===== src/rtl/mips_single_cycle_top.sv =====
`default_nettype none
// ============================================================================
// Module      : mips_single_cycle_top
// Description : Single-cycle 32-bit MIPS core with an on-chip instruction ROM
//               and data RAM. Every datapath and control signal is exported
//               so that it can be observed directly.
// Revision    : 1.0 - initial release
// ============================================================================
module mips_single_cycle_top #(
  parameter int    IMEM_DEPTH = 64,
  parameter int    DMEM_DEPTH = 64,
  parameter string IMEM_FILE  = "program.hex"
) (
  input  logic        CLK,
  input  logic        reset,
  output logic [31:0] pc,
  output logic [31:0] inst,
  output logic [31:0] ALUresult,
  output logic [31:0] WriteDataMem,
  output logic [31:0] ReadDataMem,
  output logic [31:0] WD3,
  output logic [31:0] pcjump,
  output logic [3:0]  ALUControl,
  output logic        MemWrite,
  output logic        RegWrite,
  output logic        RegDst,
  output logic        ALUSrc,
  output logic        MemtoReg,
  output logic        BEQ,
  output logic        BNE,
  output logic        jump,
  output logic        JR,
  output logic        JAL,
  output logic        zero
);

  localparam int IAW = (IMEM_DEPTH > 1) ? $clog2(IMEM_DEPTH) : 1;
  localparam int DAW = (DMEM_DEPTH > 1) ? $clog2(DMEM_DEPTH) : 1;

  localparam logic [3:0] ALU_AND = 4'b0000;
  localparam logic [3:0] ALU_OR  = 4'b0001;
  localparam logic [3:0] ALU_ADD = 4'b0010;
  localparam logic [3:0] ALU_SUB = 4'b0110;
  localparam logic [3:0] ALU_SLT = 4'b0111;
  localparam logic [3:0] ALU_NOR = 4'b1100;

  logic [31:0] imem [IMEM_DEPTH];
  logic [31:0] dmem [DMEM_DEPTH];
  logic [31:0] rf   [32];

  // Instruction fields
  logic [5:0]  op;
  logic [5:0]  funct;
  logic [4:0]  rs;
  logic [4:0]  rt;
  logic [4:0]  rd;
  logic [15:0] imm;

  logic [29:0] imem_idx_full;
  logic [29:0] dmem_idx_full;
  logic [4:0]  wa3;
  logic [31:0] rd1;
  logic [31:0] rd2;
  logic [31:0] srcb;
  logic [31:0] imm_sext;
  logic [31:0] imm_zext;
  logic [31:0] pc_plus4;
  logic [31:0] pc_branch;
  logic [31:0] pc_next;
  logic        zero_ext;
  logic        branch_taken;
  logic        unused_idx;

  assign imem_idx_full = pc[31:2] % 30'(IMEM_DEPTH);
  assign inst          = imem[imem_idx_full[IAW-1:0]];

  assign op    = inst[31:26];
  assign rs    = inst[25:21];
  assign rt    = inst[20:16];
  assign rd    = inst[15:11];
  assign funct = inst[5:0];
  assign imm   = inst[15:0];

  assign imm_sext = {{16{imm[15]}}, imm};
  assign imm_zext = {16'h0000, imm};

  // Main and ALU decoder; anything unrecognised falls through to a NOP
  always_comb begin
    MemWrite   = 1'b0;
    RegWrite   = 1'b0;
    RegDst     = 1'b0;
    ALUSrc     = 1'b0;
    MemtoReg   = 1'b0;
    BEQ        = 1'b0;
    BNE        = 1'b0;
    jump       = 1'b0;
    JR         = 1'b0;
    JAL        = 1'b0;
    ALUControl = ALU_ADD;
    zero_ext   = 1'b0;
    case (op)
      6'h00: begin
        case (funct)
          6'h20: begin RegDst = 1'b1; RegWrite = 1'b1; ALUControl = ALU_ADD; end
          6'h22: begin RegDst = 1'b1; RegWrite = 1'b1; ALUControl = ALU_SUB; end
          6'h24: begin RegDst = 1'b1; RegWrite = 1'b1; ALUControl = ALU_AND; end
          6'h25: begin RegDst = 1'b1; RegWrite = 1'b1; ALUControl = ALU_OR;  end
          6'h27: begin RegDst = 1'b1; RegWrite = 1'b1; ALUControl = ALU_NOR; end
          6'h2A: begin RegDst = 1'b1; RegWrite = 1'b1; ALUControl = ALU_SLT; end
          6'h08: begin RegDst = 1'b1; JR = 1'b1; end
          default: ;
        endcase
      end
      6'h08: begin ALUSrc = 1'b1; RegWrite = 1'b1; ALUControl = ALU_ADD; end
      6'h0A: begin ALUSrc = 1'b1; RegWrite = 1'b1; ALUControl = ALU_SLT; end
      6'h0C: begin ALUSrc = 1'b1; RegWrite = 1'b1; ALUControl = ALU_AND; zero_ext = 1'b1; end
      6'h0D: begin ALUSrc = 1'b1; RegWrite = 1'b1; ALUControl = ALU_OR;  zero_ext = 1'b1; end
      6'h23: begin ALUSrc = 1'b1; MemtoReg = 1'b1; RegWrite = 1'b1; ALUControl = ALU_ADD; end
      6'h2B: begin ALUSrc = 1'b1; MemWrite = 1'b1; ALUControl = ALU_ADD; end
      6'h04: begin BEQ = 1'b1; ALUControl = ALU_SUB; end
      6'h05: begin BNE = 1'b1; ALUControl = ALU_SUB; end
      6'h02: begin jump = 1'b1; end
      6'h03: begin jump = 1'b1; JAL = 1'b1; RegWrite = 1'b1; end
      default: ;
    endcase
  end

  // Register file read ports; $0 is hardwired to zero
  assign rd1 = (rs == 5'd0) ? 32'd0 : rf[rs];
  assign rd2 = (rt == 5'd0) ? 32'd0 : rf[rt];

  assign WriteDataMem = rd2;
  assign srcb = ALUSrc ? (zero_ext ? imm_zext : imm_sext) : rd2;

  // ALU
  always_comb begin
    ALUresult = 32'd0;
    case (ALUControl)
      ALU_AND: ALUresult = rd1 & srcb;
      ALU_OR:  ALUresult = rd1 | srcb;
      ALU_ADD: ALUresult = rd1 + srcb;
      ALU_SUB: ALUresult = rd1 - srcb;
      ALU_SLT: ALUresult = {31'd0, ($signed(rd1) < $signed(srcb))};
      ALU_NOR: ALUresult = ~(rd1 | srcb);
      default: ALUresult = rd1 + srcb;
    endcase
  end

  assign zero = (ALUresult == 32'd0);

  // Data RAM: combinational read, word addressed by ALUresult
  assign dmem_idx_full = ALUresult[31:2] % 30'(DMEM_DEPTH);
  assign ReadDataMem   = dmem[dmem_idx_full[DAW-1:0]];

  assign unused_idx = ^{imem_idx_full, dmem_idx_full, ALUresult[1:0]};

  // Write-back selection
  assign pc_plus4 = pc + 32'd4;
  assign wa3 = JAL ? 5'd31 : (RegDst ? rd : rt);
  assign WD3 = JAL ? pc_plus4 : (MemtoReg ? ReadDataMem : ALUresult);

  // Next-pc selection, JR has the highest priority
  assign pcjump       = {pc_plus4[31:28], inst[25:0], 2'b00};
  assign pc_branch    = pc_plus4 + {imm_sext[29:0], 2'b00};
  assign branch_taken = (BEQ & zero) | (BNE & ~zero);
  assign pc_next      = JR ? rd1 : (jump ? pcjump : (branch_taken ? pc_branch : pc_plus4));

  // Program counter, cleared asynchronously
  always_ff @(posedge CLK or posedge reset) begin
    if (reset) pc <= 32'd0;
    else       pc <= pc_next;
  end

  // Register file write port; reset clears every register
  always_ff @(posedge CLK or posedge reset) begin
    if (reset) begin
      for (int i = 0; i < 32; i++) rf[i] <= 32'd0;
    end else if (RegWrite && (wa3 != 5'd0)) begin
      rf[wa3] <= WD3;
    end
  end

  // Data RAM write port; contents survive reset
  always_ff @(posedge CLK) begin
    if (!reset && MemWrite) dmem[dmem_idx_full[DAW-1:0]] <= WriteDataMem;
  end

endmodule
`default_nettype wire


===== config.mk =====
export PLATFORM = sky130hd
export DESIGN_NAME = mips_single_cycle_top
export DESIGN_NICKNAME = d
export VERILOG_FILES = /design/src/rtl/mips_single_cycle_top.sv
export SDC_FILE = /design/constraint.sdc
export NUM_CORES = 1
export LEC_CHECK = 0
export CORE_ASPECT_RATIO = 2
export CORE_MARGIN = 2
export CORE_UTILIZATION = 30
export DETAILED_ROUTE_END_ITERATION = 6
export HOLD_SLACK_MARGIN = 0.1
export PLACE_DENSITY = 0.86
export SYNTH_ARGS = -nofsm -noshare
export SYNTH_HDL_FRONTEND = slang
export SYNTH_SLANG_ARGS = --single-unit

===== constraint.sdc =====
create_clock -name CLK -period 1.6 [get_ports CLK]
set_input_delay 0.24 -clock CLK [delete_from_list [all_inputs] [get_ports CLK]]
set_output_delay 0.24 -clock CLK [all_outputs]
set_load 0.005 [all_outputs]

==> reports/results.ini, run 1 <==
[synthesis]
synth_top_area_frac=0.542
yosysSeqAreaShare=0.259
synth.area.top_cells=buf_4, dfrtp_1, xnor2_1
syn_inst=324
syn-cell-area_sq_mm=0.00290
ys_types=22
avgSynthCellArea_sq_um=8.94
synth-warning-count=0
synth-seq-cells=30
yosysTopAreaCell=buf_4

[clocking]
ctsHtreeMaxLevel=2
clockRootBuffer=clkbuf_16
cts_tree=done
clock_sinks=30
clkTransAtPathRegs_ns=0.05
clock_latency_ns=0.28
cts_buffer_depth=2
cts_buffers=5

[finish]
synthToLayoutAreaGrowth_pct=11.6
reg_top3=pc x30
regMostFlops=pc
final_area_sq_mm=0.00323
drive_gt1_frac=0.208
largest_reg_flops=30
layout.nets=427
n_antenna_cell=0

[critical_path]
endpoint=pcjump[31]
slowest_stage=dfrtp_1
r2r_cells=6
end_kind=output port
worstPathArrival_ns=1.73
max_stage_delay_ns=0.38
cp_cell_sequence=buf_4, and4_2, and3_1, nand4_1, xnor2_2, buf_2
worstPathMaxFanout=3
startpoint_type=flip-flop
reg2reg_slack_ns=0.06
worstReg2RegEnd=pc[31]
required_ns=1.36
path_class=flip-flop to output port
cp-startpoint=pc[12]
rr_startpoint=pc[12]

[global_route]
grt_start_max_net_pins=31
grt_pass1_wl_um=7470
grt_usage=0.0977
overflow=0
grt_pass1_vias=1438
grt_antenna_before_repair=0

[placed_design]
dp_hpwl_um=4330
post_dp_cell_area_sq_mm=0.00293
pre_cts_slack_ns=-0.476
port_buffers=35
place_congestion=0.854

[sta]
whs_ns=0.338
clock_skew_ns=0.00529
finalHoldViolations=0
setup_slack_ns=-0.370
period_needed_ns=1.97
fmax_mhz=507
maxSlewViolCount=0
rsz0062_at_grt=yes
setup_violations=4
fin_crit_sh=1.23

[pwr]
p_per_area_mw_per_mm2=544
p_leak_uw=0.00189
peakVddDrop_uv=348
p_total_uw=1760

[floorplan]
die_y_um=143
die_w_um=73.5
io_pins=241
core_area_sq_mm=0.00938
fp-row-count=50
die-area_sq_mm=0.0105
initial_core_util=0.309

[drt]
finalWirelength_um=5610
via_per_inst=3.50
post_drt_wl_per_cell_um=10.6
vias=1846
postRouteAntennaNets=0
drcViolationCount=0
dr.pass1.iters=4
drt_iter0_drc=56

[run]
drv_cap=0

[run_status]
violations=setup timing
status=finished, violations left

[hold_path]
min_path_type=input pin to async pin

[synthesized netlist by cell type]
cell / count
nor3_1: 2
nor4_4: 1
xnor2_1: 23
nand3_1: 13
nand2_2: 1
conb_1: 2
and4_1: 1
buf_2: 1
nand3_2: 1
buf_4: 209
nand2_1: 7
dfrtp_1: 30
nor2_1: 3
and2_1: 1
and3_1: 4
and4_2: 2
nor4_1: 1
ha_1: 1
inv_1: 4
xor2_1: 5
nand4_1: 11
nor2_2: 1
[cells by family (layout without fill, tap and decap cells)]
| group | count (synthesis) | in the layout | synth area share |
|---|---|---|---|
| buffers and inverters | 214 | 111 | 0.549 |
| AND/OR/NAND/NOR | 49 | 49 | 0.101 |
| flip-flops | 30 | 30 | 0.259 |
| XOR/XNOR | 28 | 28 | 0.0847 |
| other | 2 | 205 | 0.00259 |
| adder cells (fa/ha/maj) | 1 | 1 | 0.00432 |
[through the flow]
stage / setup TNS (ns) / cells / util
after floorplan: -0.180 / 527 / -
after global placement: -1.68 / 503 / 0.312
after detailed placement: -1.69 / 503 / 0.312
after CTS: -1.30 / 524 / 0.338
after global routing: -1.65 / 528 / 0.345
final: -1.23 / 528 / 0.345
[routing by layer]
layer  global-route usage  up-vias  part of all wire
met3               0.0332       18              0.15
li1                     -      805                 -
met5                    0        -                 0
met4               0.0689        0             0.036
met1               0.0806      819              0.28
met2                0.182      204              0.53
[layout by cell type, fill, tap and decap left out, types with 2 or more instances in the layout]
cell type,Yosys,routed
and3_1,4,4
and4_2,2,2
buf_2,1,4
buf_4,209,64
buf_6,0,2
clkbuf_1,0,2
clkbuf_16,0,5
clkdlybuf4s50_1,0,22
conb_1,2,205
dfrtp_1,30,30
dlygate4sd2_1,0,5
dlymetal6s2s_1,0,3
inv_1,4,4
nand2_1,7,7
nand3_1,13,11
nand3_4,0,2
nand4_1,11,11
nor2_1,3,3
nor3_1,2,2
xnor2_1,23,20
xnor2_2,0,3
xor2_1,5,5
[what timing repair did]
item                       CTS  global route
gates resized for setup     27             7
pin swaps                   12            11
setup endpoints to repair    6            13
hold buffers                 0             0
buffers inserted            14             7
[worst max-delay path, delay by kind of cell (launching register included)]
| family | cells | cell delay (ns) |
|---|---|---|
| buffers and inverters | 2 | 0.28 |
| DFF | 1 | 0.38 |
| xor gates and xnor gates | 1 | 0.19 |
| and+or+nand+nor | 3 | 0.61 |
[area by class of cell]
type | instances | area, sq um
fill | 980 | 6150
clock buffer | 7 | 133
multi-input combinational | 283 | 1380
sequential | 30 | 751
tap | 104 | 130
inverter | 4 | 15.0
timing repair buffer | 100 | 825
[power by group]
group / total [uW] / internal, uW / switching, uW
combinational: 137 / 3.91 / 133
clock: 862 / 565 / 297
sequential: 761 / 761 / 0
[how the worst min path moves through the flow]
stage	from	endpoint	depth (start not counted)
after floorplan	reset	pc[10]	1
after global placement	pc[31]	pc[31]	1
after detailed placement	pc[31]	pc[31]	1
after CTS	reset	pc[24]	3
after global routing	reset	pc[25]	3
final	reset	pc[25]	3
Note: power is estimated with default switching activity, not from simulation.
==> inputs of run 2 (changes only) <==
Settings changed: ABC_AREA from default to 1, CORE_UTILIZATION 30 to 31, PLACE_DENSITY 0.86 to 0.85.
==> reports/results.ini, run 2 <==
[critical_path]
crit_top_cell=nand2_1
r2r_cells=10
end_kind=output port
required_ns=1.36
critical_path.top_delay_family=simple AND/OR/NAND/NOR gates
path_class=flip-flop to output port
max_stage_delay_ns=0.41
crit_cells=8
critPathBufInv=1
slowest_stage=dfrtp_1
worstPathMaxFanout=3
worstPathArrival_ns=1.60
cp_cell_sequence=nand2_1, nor2_1, nand2_1, nor2_1, nand2_1, nand2_1, nand2_1, buf_2
startpoint_type=flip-flop

[pwr]
power.switching_uw=461
p_int_uw=1500
pwr-share-clk=0.543
seqPwrFrac=0.388
p_leak_uw=0.00211
switching_share=0.235
peakVddDrop_uv=733
comb_power_share=0.069
p_per_area_mw_per_mm2=532

[finish]
regMostFlops=pc
multiInputGateArea_sq_mm=0.00163
most-common-layout-cells=conb_1, nand2_1, buf_4, nor2_1, clkdlybuf4s50_1
drive_gt1_frac=0.216
synthToLayoutAreaGrowth_pct=16.1
regArea_sq_um=758
post-route-util=0.368
layout.nets=526
final_common_cell=conb_1
n_antenna_cell=0
reg_top3=pc x30
n_fill_cell=987
largest_reg_flops=30

[clocking]
cts_buffers=5
ctsHtreeMaxLevel=2
clkTransAtPathRegs_ns=0.05
cts.hold.buffers_added=0
clockRootBuffer=clkbuf_16
cts_buffer_depth=2
clock_sinks=30
clock_latency_ns=0.28
cts_tree=done

[sta]
finalHoldViolations=0
setup_violations=4
period_needed_ns=1.84
clock_skew_ns=0.00546
fin_crit_sh=1.15
maxSlewViolCount=0
fmax_mhz=545
setup_slack_ns=-0.236
tns_ns=-0.906
rsz0062_at_grt=yes

[floorplan]
fp-row-count=52
core_area_sq_mm=0.0100
initial_core_util=0.316
die_w_um=75.5
io_pins=241
die-area_sq_mm=0.0111
die_y_um=147

[run]
drv_cap=0

[synthesis]
synth.area.top_cells=buf_4, dfrtp_1, nand2_1
synth_top_area_frac=0.495
syn-cell-area_sq_mm=0.00317
synth_common_cells=buf_4, nand2_1, dfrtp_1, nor2_1, inv_1
yosysMostFrequentCell=buf_4
ys_types=16
synth-warning-count=0
syn_inst=416
synth_top_flop_cell=dfrtp_1
yosysTopAreaCell=buf_4
synth-seq-cells=30
yosysSeqAreaShare=0.237
avgSynthCellArea_sq_um=7.62
synth_edf_count=0
async_reset_ff_frac=1.00

[global_route]
grt_pass1_wl_um=9410
grt_pass1_vias=1995
grt.met1_usage=0.103
grt_usage=0.115
grt_start_max_net_pins=31
overflow=0
grt_util_met2=0.216
use_met3=0.0226
grt.busiest_layer=met2
grt_antenna_before_repair=0

[hold_path]
min_path_type=input pin to async pin

[run_status]
violations=setup timing
status=finished, violations left

[placed_design]
pre_cts_slack_ns=-0.341
dp_hpwl_um=5160
port_buffers=35
place_congestion=0.811

[drt]
postRouteAntennaNets=0
dr.pass1.iters=6
drcViolationCount=0
via_per_inst=3.54
drt_iter0_drc=39
finalWirelength_um=6660
post_drt_wl_per_cell_um=10.1
vias=2333

run 2: cell types whose count changed in the layout (fill, tap and decap cells not counted), sizes merged, moves of 4 or more:
| cell | change |
|---|---|
| and3 | -4 |
| buf | +5 |
| inv | +14 |
| nand2 | +77 |
| nand3 | -7 |
| nand3b | +7 |
| nand4 | -11 |
| nor2 | +36 |
| xnor2 | -19 |
| xor2 | +6 |
run 2: kinds of logic after synthesis:
group,count (synthesis),synth area share
XOR/XNOR,15,0.0414
adder cells (fa/ha/maj),1,0.00395
buffers and inverters,227,0.516
flip-flops,30,0.237
other,2,0.00237
AND/OR/NAND/NOR,141,0.199
run 2: power by group through the flow:
stage	registers, uW	clock network [uW]	logic [uW]
floorplan	773	0	479
global placement	773	0	124
detailed placement	773	0	124
CTS	760	1070	124
global route	759	1100	174
finish	760	1060	136
run 2: metal layers:
layer / vias up / routed length, um
met2: 220 / 3590
li1: 1054 / -
met5: - / 0
met4: 0 / 398
met3: 28 / 729
met1: 1031 / 1940
run 2: final timing paths:
path | from | endpoint | slack (ns)
max in group asynchronous | reset | pc[5] | 0.95
worst min register to register | pc[11] | pc[11] | 0.52
min in group CLK | pc[11] | pc[11] | 0.52
worst max register to register | pc[2] | pc[25] | 0.08
worst max-delay path | pc[20] | pcjump[30] | -0.24
worst min-delay path | reset | pc[29] | 0.33
run 2: through the flow:
step,hold WS (ns),std cells,power (uW),instance area (sq um)
2_1_floorplan,0.331,619,1250,3930
3_3_place_gp,0.477,638,897,3320
3_5_place_dp,0.503,638,897,3320
4_1_cts,0.356,656,1960,3610
5_1_grt,0.395,659,2040,3680
6_report,0.334,659,1960,3680
run 2: what timing repair did:
item                                    4_1_cts  5_1_grt
setup buffers                                10        5
endpoints found under the setup margin        7       17
pin swaps                                     9       11
resized for setup                            39       17
gates cloned                                  0        0
run 2: cell type report:
class,instances,area share
multi-input combinational,362,0.443
timing repair buffer,106,0.242
sequential,30,0.206
tap,135,0.0459
clock buffer,7,0.0360
inverter,18,0.0190
clock inverter,1,0.00815
run 2: worst min-delay path: cells and delay by family:
kind	cells	cell delay, ns
buffers and inverters	3	0.78
==> RTL change 1, RTL diff (flow settings as in run 1) <==
Remove the case item `ALU_ADD` of the case on `ALUControl`.
--- a/src/rtl/mips_single_cycle_top.sv
+++ b/src/rtl/mips_single_cycle_top.sv
@@ -140,3 +140,2 @@
       ALU_OR:  ALUresult = rd1 | srcb;
-      ALU_ADD: ALUresult = rd1 + srcb;
       ALU_SUB: ALUresult = rd1 - srcb;
Check against the original RTL: not settled (the Yosys comparison gave no result); the edit may change what the design does.
==> RTL change 1 against run 1 <==
  * The flow still finishes with violations (negative setup slack)
  * Clock skew decreased by 0.0012 ns
  * Maximum frequency decreased by 0.14%
  * Synthesized area decreased by 0.91%
  * Clock power increased by 12%
  * Sequential power about the same
  * Sequential cell count unchanged
  * Worst setup slack got worse by 0.0027 ns
  * Register-to-register slack got worse by 0.02 ns
  * Wire length decreased by 7.5%
  * Cell area decreased by 1.7%
  * Sequential share of layout area increased by 0.49 points
  * Critical path type unchanged
  * Power increased by 5.8%
  * Worst hold slack got worse by 0.016 ns
  * Die area decreased by 0.87%
  * Largest cell class unchanged
==> RTL change 1: results (changes against run 1) <==
Outcome
  – Status: complete, but fails checks (unchanged)
  – Violated checks: negative setup slack (unchanged)

Synth
  – Synth area leaders: buf_4 55%, dfrtp_1 26%, xnor2_1 6.1% (was buf_4 54%, dfrtp_1 26%, xnor2_1 7.0%)
  – Area share of xor/xnor cells in the synthesized design: 8.54% (was 8.47%)
  – Post-synth top cells: 209 x buf_4, 30 x dfrtp_1, 20 x xnor2_1, 12 x nand3_1, 10 x nand4_1 (was 209 x buf_4, 30 x dfrtp_1, 23 x xnor2_1, 13 x nand3_1, 11 x nand4_1)
  – Adder-Cell Fraction of Synth Area: 0.436% (was 0.432%)
  – Number of distinct library cells after synthesis: 19 (was 22)
  – Mapped Cells: 319 (was 324)
  – Sequential area share after synthesis: 26.2% (was 25.9%)

Clock network
  – Cts repair resizes: 30 (was 27)
  – Total setup buffers inserted after CTS: 6 (was 14)
  – Htree depth: 2 (unchanged)

Power and ir drop
  – Seq. pwr: 0.760 mW (was 0.761 mW)
  – Peak supply drop: 0.000530 V (was 0.000348 V)
  – Clk pwr share: 51.9% (was 49.0%)
  – Power Clock: 0.966 mW (was 0.862 mW)
  – Switching power: 0.484 mW (was 0.430 mW)
  – Leak: 1.91 nW (was 1.89 nW)

Global routing
  – GRT Util Overall: 9.91% (was 9.77%)
  – Pin count of the biggest net entering global routing: 31 (unchanged)
  – Vias in the first global route: 1481 (was 1438)
  – Global-route wire length before repair: 7510 um (was 7470 um)

Placement
  – Dpl hpwl: 4270 um (was 4330 um)
  – Gpl congestion: 0.776 (was 0.854)
  – Placed cell count: 497 (was 503)
  – Place WS: -0.440 ns (was -0.476 ns)
  – DP Area: 0.00289 mm^2 (was 0.00293 mm^2)

Setup path
  – Critical path endpoint: pcjump[29] (was pcjump[31])
  – Crit path max fanout: 4 (was 3)
  – RR Startpoint: pc[16] (was pc[12])
  – R2r setup slk: 0.04 ns (was 0.06 ns)
  – RR Endpoint: pc[27] (was pc[31])
  – CP max-delay cell: dfrtp_1 (unchanged)
  – Kind of cell adding the most delay to the critical path: simple AND/OR/NAND/NOR gates (unchanged)

STA
  – Clk_skew: 0.00405 ns (was 0.00529 ns)
  – Setup WS post-layout: -0.373 ns (was -0.370 ns)
  – Hold_ws: 0.322 ns (was 0.338 ns)
  – Final Setup Violations: 4 (unchanged)
  – Final TNS setup: -1.35 ns (was -1.23 ns)

Route
  – Initial DRC count: 18 (was 56)
  – First-pass iteration count of the detailed router: 2 (was 4)
  – Wirelength per Cell: 10.1 um (was 10.6 um)
  – Vias: 1745 (was 1846)

Finish
  – Share of layout cells above drive strength 1: 19.7% (was 20.8%)
  – Fin cells: 511 (was 528)
  – Final #Nets: 409 (was 427)

Worst hold path
  – HP Class: input port to asynchronous set/reset pin (unchanged)
[RTL change 1: cell count changes after synthesis, sizes merged]
cell,change
and2,+1
and4,-2
buf,-1
nand2,-4
nand3,-2
nand4,+1
nor2,+3
nor4,-1
xnor2,-3
xor2,+3
[RTL change 1: cell type report]
type,instances,area [um^2]
inverter,4,15.0
sequential,30,753
multi-input combinational,279,1400
clock inverter,2,12.5
timing repair buffer,86,727
fill,962,6140
clock buffer,6,139
tap,104,130
[RTL change 1: metal layers]
layer / track usage, % / part of all wire, %
met1: 8.61 / 28
met2: 18.7 / 56
met3: 2.48 / 14
met4: 6.73 / 2.3
met5: 0 / 0
[RTL change 1: kinds of logic after synthesis]
family | after synthesis
xor gates and xnor gates | 28
buffers and inverters | 213
and+or+nand+nor | 45
DFF | 30
adders and majority gates | 1
other | 2
[RTL change 1: worst min-delay path: cells and delay by family]
| kind | cells | cell delay (ns) |
|---|---|---|
| buffers and inverters | 3 | 0.78 |
==> RTL change 2, RTL diff (settings of run 1) <==
Made on the original files. Register the output `WD3`; this adds one clock of latency there. The other outputs are not delayed to match.
--- a/src/rtl/mips_single_cycle_top.sv
+++ b/src/rtl/mips_single_cycle_top.sv
@@ -45,2 +45,4 @@
   localparam logic [3:0] ALU_NOR = 4'b1100;
+
+  logic [31:0] WD3_d;
 
@@ -159,3 +161,3 @@
   assign wa3 = JAL ? 5'd31 : (RegDst ? rd : rt);
-  assign WD3 = JAL ? pc_plus4 : (MemtoReg ? ReadDataMem : ALUresult);
+  assign WD3_d = JAL ? pc_plus4 : (MemtoReg ? ReadDataMem : ALUresult);
 
@@ -178,3 +180,3 @@
     end else if (RegWrite && (wa3 != 5'd0)) begin
-      rf[wa3] <= WD3;
+      rf[wa3] <= WD3_d;
     end
@@ -187,2 +189,6 @@
 
+  always_ff @(posedge CLK) begin
+    WD3 <= WD3_d;
+  end
+
 endmodule
Check against the original RTL: not settled (the Yosys comparison gave no result); the edit may change what the design does.
==> RTL change 2 against run 1 <==
  * The run still ends with negative setup slack left
  * Core utilization up 1.0 points
  * Synthesized cell count up 2.8%
  * Wire length down 2.9%
  * Power up 8.9%
  * Final cell count up 7.8%
  * Synthesized area up 1.3%
  * Worst setup slack better by 0.034 ns
  * Die area up 1.3%
  * Cell area up 5.7%
  * Sequential cell count unchanged
  * Via count up 2.7%
  * Critical endpoint unchanged
  * Largest cell class unchanged
==> RTL change 2: results (changes against run 1) <==
Outcome
  – Status: complete, but fails checks (unchanged)
  – Violated checks: negative setup slack (unchanged)

Global routing
  – Vias in the first global route: 1529 (was 1438)
  – Global-route wire length before repair: 7490 um (was 7470 um)
  – Pin count of the biggest net entering global routing: 31 (unchanged)
  – GRT Util Overall: 9.34% (was 9.77%)

Synth
  – Mapped Cells: 333 (was 324)
  – Synth area leaders: buf_4 53%, dfrtp_1 26%, xnor2_1 6.6% (was buf_4 54%, dfrtp_1 26%, xnor2_1 7.0%)
  – Warnings, synthesis: 0 (unchanged)
  – Post-synth top cells: 209 x buf_4, 30 x dfrtp_1, 22 x xnor2_1, 15 x nand4_1, 13 x nand2_1 (was 209 x buf_4, 30 x dfrtp_1, 23 x xnor2_1, 13 x nand3_1, 11 x nand4_1)
  – Sequential area share after synthesis: 25.6% (was 25.9%)
  – Number of distinct library cells after synthesis: 19 (was 22)

Placement
  – Gpl congestion: 0.773 (was 0.854)
  – Dpl hpwl: 4360 um (was 4330 um)
  – Place WS: -0.514 ns (was -0.476 ns)
  – Placed cell count: 544 (was 503)
  – DP Area: 0.00303 mm^2 (was 0.00293 mm^2)

Route
  – Wirelength per Cell: 9.57 um (was 10.6 um)
  – Via/cell ratio: 3.33 (was 3.50)
  – Initial DRC count: 60 (was 56)
  – DRT Wirelength: 5450 um (was 5610 um)

Finish
  – Filler cell count: 1004 (was 980)
  – Reg area: 753 um^2 (was 751 um^2)
  – Share of layout cells above drive strength 1: 22.4% (was 20.8%)
  – Final #Nets: 439 (was 427)

Clock network
  – Maximum root-to-sink buffer count: 2 (unchanged)
  – Clk pin slew, worst setup/hold paths: 0.05 ns (about the same)
  – Clock latency on the worst-skew pair: 0.27 ns
  – Num CTS Buffers: 5 (unchanged)

Worst hold path
  – HP Class: input port to asynchronous set/reset pin (unchanged)

Setup path
  – Worst EP arrival: 1.70 ns (was 1.73 ns)
  – Critical Path Start: pc[9] (was pc[12])
  – RR Startpoint: pc[2] (was pc[12])
  – Max stage delay on crit path: 0.39 ns

STA
  – Final Setup Violations: 6 (was 4)
  – Setup WS post-layout: -0.337 ns (was -0.370 ns)
  – Clk_skew: 0.00319 ns (was 0.00529 ns)
  – Final TNS setup: -1.11 ns (was -1.23 ns)

Power and ir drop
  – Leak: 2.04 nW (was 1.89 nW)
  – Peak supply drop: 0.000459 V (was 0.000348 V)
-- RTL change 2: cell count changes in the layout (fill, tap and decap cells not counted), moves of 3 or more --
cell and delta:
buf_6 +3, nand4_1 +4, dlymetal6s2s_1 +3, nand2_1 +5, clkdlybuf4s50_1 -3, clkbuf_8 +3, nand3_1 -4
-- RTL change 2: where the power goes --
group / internal (mW) / switching [mW]
registers: 0.760 / 0
logic: 0.00392 / 0.132
clock network: 0.703 / 0.318
-- RTL change 2: what timing repair did --
action / CTS / global route
resized for setup: 36 / 14
pin swaps: 10 / 12
buffers inserted: 10 / 9
hold endpoints to repair: 0 / 0
setup endpoints to repair: 7 / 11
-- RTL change 2: final cells by class --
type	count	share of cell area (%)
Clock buffer	8	4.87
Inverter	5	0.549
Multi-Input combinational cell	290	42.1
Sequential cell	30	22.0
Tap cell	132	4.83
Timing Repair Buffer	104	25.6
-- RTL change 2: tightest hold or removal path, stage by stage --
cell	delay, ns
clkdlybuf4s50_1	0.40
inv_1	0.05
buf_4	0.35
-- RTL change 2: worst paths after layout --
check | cells past startpoint | end | slack [ns]
max | 6 | pcjump[31] | -0.34
min | 3 | pc[9] | 0.36
max reg2reg | 9 | pc[14] | -0.02
min reg2reg | 2 | pc[26] | 0.56
max in group asynchronous | 3 | pc[7] | 0.94
min in group CLK | 2 | pc[26] | 0.56
-- RTL change 2: logic make-up (layout without fill, tap and decap cells) --
group | Yosys count | after routing | share of synthesized area [%]
buffers and inverters | 216 | 117 | 54.4
AND/OR/NAND/NOR | 56 | 56 | 11.0
adder cells (fa/ha/maj) | 1 | 1 | 0.426
XOR/XNOR | 28 | 28 | 8.35
other | 2 | 205 | 0.256
flip-flops | 30 | 30 | 25.6
-- RTL change 2: routing by layer --
metal | track usage (%) | share of wire (%) | up-vias
li1 | - | - | 848
met1 | 8.49 | 29 | 846
met2 | 18.7 | 56 | 196
met3 | 2.59 | 13 | 6
met4 | 3.06 | 1.5 | 0
met5 | 0 | 0 | -
